$ cat src/rtl/park_pkg.sv
// Shared constants and helpers for the multi-lane parking occupancy controller.
package park_pkg;

    localparam int CAPACITY_DEF = 10;
    localparam int N_LANES_MIN  = 1;
    localparam int N_LANES_MAX  = 8;

    // Counts set bits of a lane vector zero-extended to the maximum lane count.
    function automatic logic [3:0] popcount(input logic [N_LANES_MAX-1:0] v);
        logic [3:0] n;
        n = '0;
        for (int unsigned i = 0; i < N_LANES_MAX; i++) begin
            n = n + {3'b000, v[i]};
        end
        return n;
    endfunction

endpackage

$ cat src/rtl/park_lane_grant.sv
// Combinational priority allocator: grants requesting lanes from index 0 upward
// until the available space is used up; remaining requesters are rejected.
module park_lane_grant #(
    parameter int N_LANES = 2,
    parameter int SPACE_W = 5
) (
    input  logic [N_LANES-1:0] req,
    input  logic [SPACE_W-1:0] space,
    output logic [N_LANES-1:0] grant,
    output logic [N_LANES-1:0] reject,
    output logic [SPACE_W-1:0] n_grant
);

    always_comb begin
        grant   = '0;
        reject  = '0;
        n_grant = '0;
        for (int unsigned i = 0; i < N_LANES; i++) begin
            if (req[i]) begin
                if (n_grant < space) begin
                    grant[i] = 1'b1;
                    n_grant  = n_grant + SPACE_W'(1);
                end else begin
                    reject[i] = 1'b1;
                end
            end
        end
    end

endmodule

$ cat src/rtl/park_occupancy_ctrl.sv
// Lot occupancy tracker for N entry and N exit lanes with registered status flags,
// sticky exit-underflow error and a wrapping granted-entries statistic.
module park_occupancy_ctrl
    import park_pkg::*;
#(
    parameter int CAPACITY    = CAPACITY_DEF,
    parameter int N_LANES     = 2,
    parameter int CNT_W       = $clog2(CAPACITY + 1),
    parameter int ALMOST_FULL = CAPACITY - 2,
    parameter int STAT_W      = 16
) (
    input  logic               clk,
    input  logic               rst,
    input  logic [N_LANES-1:0] car_in,
    input  logic [N_LANES-1:0] car_out,
    input  logic               load_en,
    input  logic [CNT_W-1:0]   load_val,
    output logic [CNT_W-1:0]   count,
    output logic [CNT_W-1:0]   free,
    output logic               full,
    output logic               empty,
    output logic               almost_full,
    output logic [N_LANES-1:0] in_grant,
    output logic [N_LANES-1:0] in_reject,
    output logic               out_err,
    output logic [STAT_W-1:0]  total_in
);

    // Wide enough for CAPACITY plus a full lane popcount without wrapping.
    localparam int SUM_W = (CNT_W + 1 > 4) ? CNT_W + 1 : 4;
    typedef logic [SUM_W-1:0] sum_t;

    sum_t               c_ext, n_out, a_out, space, a_in, load_sat, nxt_ext;
    logic               underflow;
    logic [N_LANES-1:0] req_eff, alloc_grant, alloc_reject;
    logic [N_LANES-1:0] nxt_grant, nxt_reject;
    logic [CNT_W-1:0]   nxt_cnt;

    always_comb begin
        c_ext     = sum_t'(count);
        n_out     = sum_t'(popcount(N_LANES_MAX'(car_out)));
        underflow = n_out > c_ext;
        a_out     = underflow ? c_ext : n_out;
        space     = sum_t'(CAPACITY) - c_ext + a_out;
        load_sat  = (sum_t'(load_val) > sum_t'(CAPACITY)) ? sum_t'(CAPACITY) : sum_t'(load_val);
        req_eff   = load_en ? '0 : car_in;
    end

    park_lane_grant #(
        .N_LANES(N_LANES),
        .SPACE_W(SUM_W)
    ) u_grant (
        .req    (req_eff),
        .space  (space),
        .grant  (alloc_grant),
        .reject (alloc_reject),
        .n_grant(a_in)
    );

    // A maintenance preset overrides every car event and refuses all requests.
    always_comb begin
        if (load_en) begin
            nxt_ext    = load_sat;
            nxt_grant  = '0;
            nxt_reject = car_in;
        end else begin
            nxt_ext    = c_ext - a_out + a_in;
            nxt_grant  = alloc_grant;
            nxt_reject = alloc_reject;
        end
        nxt_cnt = CNT_W'(nxt_ext);
    end

    always_ff @(posedge clk or posedge rst) begin
        if (rst) begin
            count       <= '0;
            free        <= CNT_W'(CAPACITY);
            full        <= 1'b0;
            empty       <= 1'b1;
            almost_full <= (ALMOST_FULL <= 0);
            in_grant    <= '0;
            in_reject   <= '0;
            out_err     <= 1'b0;
            total_in    <= '0;
        end else begin
            count       <= nxt_cnt;
            free        <= CNT_W'(CAPACITY) - nxt_cnt;
            full        <= (nxt_ext == sum_t'(CAPACITY));
            empty       <= (nxt_ext == '0);
            almost_full <= (int'(nxt_ext) >= ALMOST_FULL);
            in_grant    <= nxt_grant;
            in_reject   <= nxt_reject;
            if (!load_en) begin
                if (underflow) begin
                    out_err <= 1'b1;
                end
                total_in <= total_in + STAT_W'(a_in);
            end
        end
    end

endmodule

$ cat config.mk
export PLATFORM = sky130hd
export DESIGN_NAME = park_occupancy_ctrl
export DESIGN_NICKNAME = d
export VERILOG_FILES = /design/src/rtl/park_pkg.sv /design/src/rtl/park_lane_grant.sv /design/src/rtl/park_occupancy_ctrl.sv
export SDC_FILE = /design/constraint.sdc
export NUM_CORES = 1
export LEC_CHECK = 0
export ABC_CLOCK_PERIOD_IN_PS = 15750
export CAP_MARGIN = 20
export CORE_MARGIN = 10
export CORE_UTILIZATION = 50
export CTS_CLUSTER_DIAMETER = 100
export DETAILED_ROUTE_END_ITERATION = 16
export PLACE_DENSITY = 0.79
export SETUP_SLACK_MARGIN = 0.15
export SLEW_MARGIN = 30
export SYNTH_ARGS = -nofsm -noshare
export SYNTH_HDL_FRONTEND = slang
export SYNTH_SLANG_ARGS = --single-unit
$ cat constraint.sdc
create_clock -name clk -period 15.75 [get_ports clk]
set_clock_uncertainty 0.1 [all_clocks]
set_input_delay 3.9375 -clock clk [delete_from_list [all_inputs] [get_ports clk]]
set_output_delay 3.9375 -clock clk [all_outputs]
set_load 0.005 [all_outputs]
==> impl_metrics.json <==
{
  "status": "finished clean",
  "path_depth": 22,
  "async_flop_share_pct": 100,
  "ctsResizeCount": 0,
  "hold_path.class": "flip-flop to flip-flop",
  "slew_headroom_pct": 53.9,
  "syn_nets": 231,
  "cts_root_buf": "clkbuf_8",
  "cts_setup_buffers": 0,
  "cts_sinks": 31,
  "clk_path_buf_depth": 2,
  "grt_pass1_vias": 1513,
  "start_util_pct": 52.6,
  "nNetsFinal": 275,
  "crit_type": "input pin to flip-flop",
  "met1_usage_pct": 15.4,
  "cpMostUsedCell": "ha_1",
  "portBuffers": 42,
  "fillers": 302,
  "synth_most_common_cell": "dfrtp_1",
  "num_rows": 22,
  "period_minus_slack_ns": 9.45,
  "grtUsageMet3_pct": 3.78,
  "design.portCount": 43,
  "power.density_mw_per_mm2": 188,
  "final-setup-viol-count": 0,
  "wl_per_cell_um": 13.8,
  "syn2layout_area_growth_pct": 28.5,
  "die-height_um": 82.7,
  "cp.arrival_ns": 9.54,
  "slowest_stage": "fa_1",
  "cpLargestDelayFamily": "adder cells",
  "final_hold_viol_count": 0,
  "max-cap-violations": 0,
  "grt_pass1_wl_um": 6890,
  "first_pass_iters": 4,
  "synth_area_leaders": "dfrtp_1 36%, ha_1 13%, xnor2_1 5.8%, inv_1 4.2%, fa_1 4.1%",
  "drv_slew": 0,
  "holdPathStages": 1,
  "grt_overflow": 0,
  "clk_latency_ns": 0.28,
  "netlist_area_mm2": 0.00197,
  "slowest_delay_ns": 0.52,
  "p_leak_nw": 1.18,
  "die-area_mm2": 0.00685,
  "cts_hold_buffers": 0,
  "period_share_pct": 60.0,
  "synth_edf_count": 0,
  "met2_usage_pct": 20.5,
  "cts.clk_slew.worst_paths_ns": 0.06,
  "ys_top_cells_by_count": "28 x dfrtp_1, 22 x inv_1, 20 x ha_1, 13 x nand2_1, 13 x xnor2_1",
  "yosysWarnings": 0,
  "synth_top_cell_by_area": "dfrtp_1",
  "ys_seq_area_share_pct": 39.6,
  "antenna_cells": 0,
  "routed_wl_um": 4000,
  "synth_area_per_cell_um2": 10.0,
  "grt_setup_unrepaired": "no",
  "holdWs_ns": 0.366,
  "gp_congestion": 0.869,
  "drt_iter0_drc": 52,
  "ys_types": 45,
  "synth_seq_cells": 31,
  "dpl.hpwl_um": 3130,
  "grt_max_degree": 32,
  "synth.top_cell.area_share_pct": 35.6,
  "drive_gt1_share_pct": 8.30,
  "drc_errors": 0,
  "tns_ns": 0,
  "die-width_um": 82.7,
  "postSynthCellCount": 196,
  "avgViaCountPerCell": 5.16,
  "htreeDepth": 2,
  "fmax_mhz": 106,
  "worstRegToRegCells": 21,
  "utilization_pct": 67.6,
  "ys.flop_type": "dfrtp_1",
  "path_max_fanout": 13,
  "antenna_found_initial": 0,
  "ir_worst_vdd_mv": 0.128,
  "core_mm2": 0.00374,
  "grtUsageTotal_pct": 12.6,
  "drtAntennaViolNets": 0,
  "cts_tree": "built",
  "grt_busiest_layer": "met2",
  "cts_buffers": 5,
  "required_ns": 15.85,
  "vias": 1492,
  "cp-start-kind": "input pin",
  "path_cells": "clkdlybuf4s50_1 > ha_1 > ha_1 > nor2b_1 > o211ai_2 > nor2_1 > a21oi_1 > ha_1 > inv_1 > ha_1 > fa_1 > nor2_1 > nand2_1 > a21oi_1 > nor3_1 > fa_1 > fa_1 > xnor2_1 > nor2_1 > a21oi_1 > o21ai_0 > xor2_1",
  "critPathBufInv": 2,
  "cp-end-kind": "flip-flop",
  "worstMarginPinSlew_ns": 0.689
}
==> cell families after synthesis <==
| group | synth area share, % |
|---|---|
| flops | 39.6 |
| mux | 1.59 |
| simple gates | 15.0 |
| xor+xnor | 8.46 |
| other cells | 0.191 |
| compound gates | 11.8 |
| fa+ha+maj | 16.8 |
| buf+inv | 6.61 |
==> report_power, final <==
| part | leakage (nW) | internal [mW] | total [mW] | switching, mW |
|---|---|---|---|---|
| registers | 0.389 | 0.106 | 0.126 | 0.0205 |
| logic | 0.733 | 0.131 | 0.269 | 0.138 |
| clock network | 0.0612 | 0.0511 | 0.0799 | 0.0288 |
==> flip-flops by register name, summed over array words and instances (netlist names) <==
name,count
in_reject,2
count,3
total_in,16
out_err,1
free,4
almost_full,1
full,1
in_grant,2
empty,1
==> worst reg2reg max path: stages (launching register included) <==
cell and delay, ns:
dfrtp_1 0.44, inv_1 0.09, ha_1 0.31, nor2b_1 0.14, o211ai_2 0.46, nor2_1 0.08
a21oi_1 0.27, ha_1 0.29, inv_1 0.06, ha_1 0.19, fa_1 0.43, nor2_1 0.14
nand2_1 0.07, a21oi_1 0.43, nor3_1 0.18, fa_1 0.52, fa_1 0.51, xnor2_1 0.21
nor2_1 0.06, a21oi_1 0.31, o21ai_0 0.18, xor2_1 0.17
==> final timing paths <==
path / from / to / slack [ns]
min in group asynchronous: rst / total_in[15]$_DFFE_PP0N_ / 3.94
max in group asynchronous: rst / free[1]$_DFF_PP1_ / 11.29
worst max-delay path: car_out[0] / free[3]$_DFF_PP1_ / 6.30
worst min-delay path: total_in[15]$_DFFE_PP0N_ / total_in[15]$_DFFE_PP0N_ / 0.37
worst max register to register: count[1]$_DFF_PP0_ / free[3]$_DFF_PP1_ / 10.04
worst min register to register: total_in[15]$_DFFE_PP0N_ / total_in[15]$_DFFE_PP0N_ / 0.37
==> cells in the final DEF, fill, tap and decap left out, types with 2 or more instances in the layout <==
| cell type | instances |
|---|---|
| a21o_1 | 3 |
| a21oi_1 | 11 |
| a31oi_1 | 2 |
| and2_1 | 4 |
| and3_1 | 2 |
| and4_1 | 2 |
| clkbuf_8 | 6 |
| clkdlybuf4s50_1 | 42 |
| dfrtp_1 | 28 |
| dfstp_2 | 3 |
| fa_1 | 4 |
| ha_1 | 20 |
| inv_1 | 22 |
| mux2i_1 | 2 |
| nand2_1 | 13 |
| nand3_1 | 9 |
| nand4_1 | 3 |
| nor2_1 | 11 |
| nor2b_1 | 3 |
| nor3_1 | 2 |
| o21ai_0 | 4 |
| o21bai_1 | 3 |
| or2_2 | 2 |
| xnor2_1 | 13 |
| xor2_1 | 6 |
==> stage by stage <==
stage | power, mW | instances | area (µm²) | setup WS (ns)
3_5_place_dp | 0.397 | 281 | 2410 | 6.09
4_1_cts | 0.480 | 289 | 2530 | 6.36
5_1_grt | 0.524 | 289 | 2530 | 5.78
6_report | 0.475 | 289 | 2530 | 6.30
3_3_place_gp | 0.390 | 281 | 2410 | 6.26
2_1_floorplan | 0.305 | 196 | 1970 | 7.13
==> final cells by class <==
type / instances / area, µm² / share of cell area [%]
Clock buffer: 6 / 82.6 / 3.26
Sequential cell: 31 / 779 / 30.8
Inverter: 23 / 86.3 / 3.41
Multi-Input combinational cell: 136 / 1060 / 41.8
Tap cell: 48 / 60.1 / 2.37
Clock inverter: 2 / 35.0 / 1.38
Timing Repair Buffer: 43 / 428 / 16.9
==> per-layer routing <==
layer	vias up	routed length, µm
met2	32	1920
met3	6	251
met4	0	63
met1	711	1770
li1	743	-
met5	-	0
Note: power is estimated with default switching activity, not from simulation.
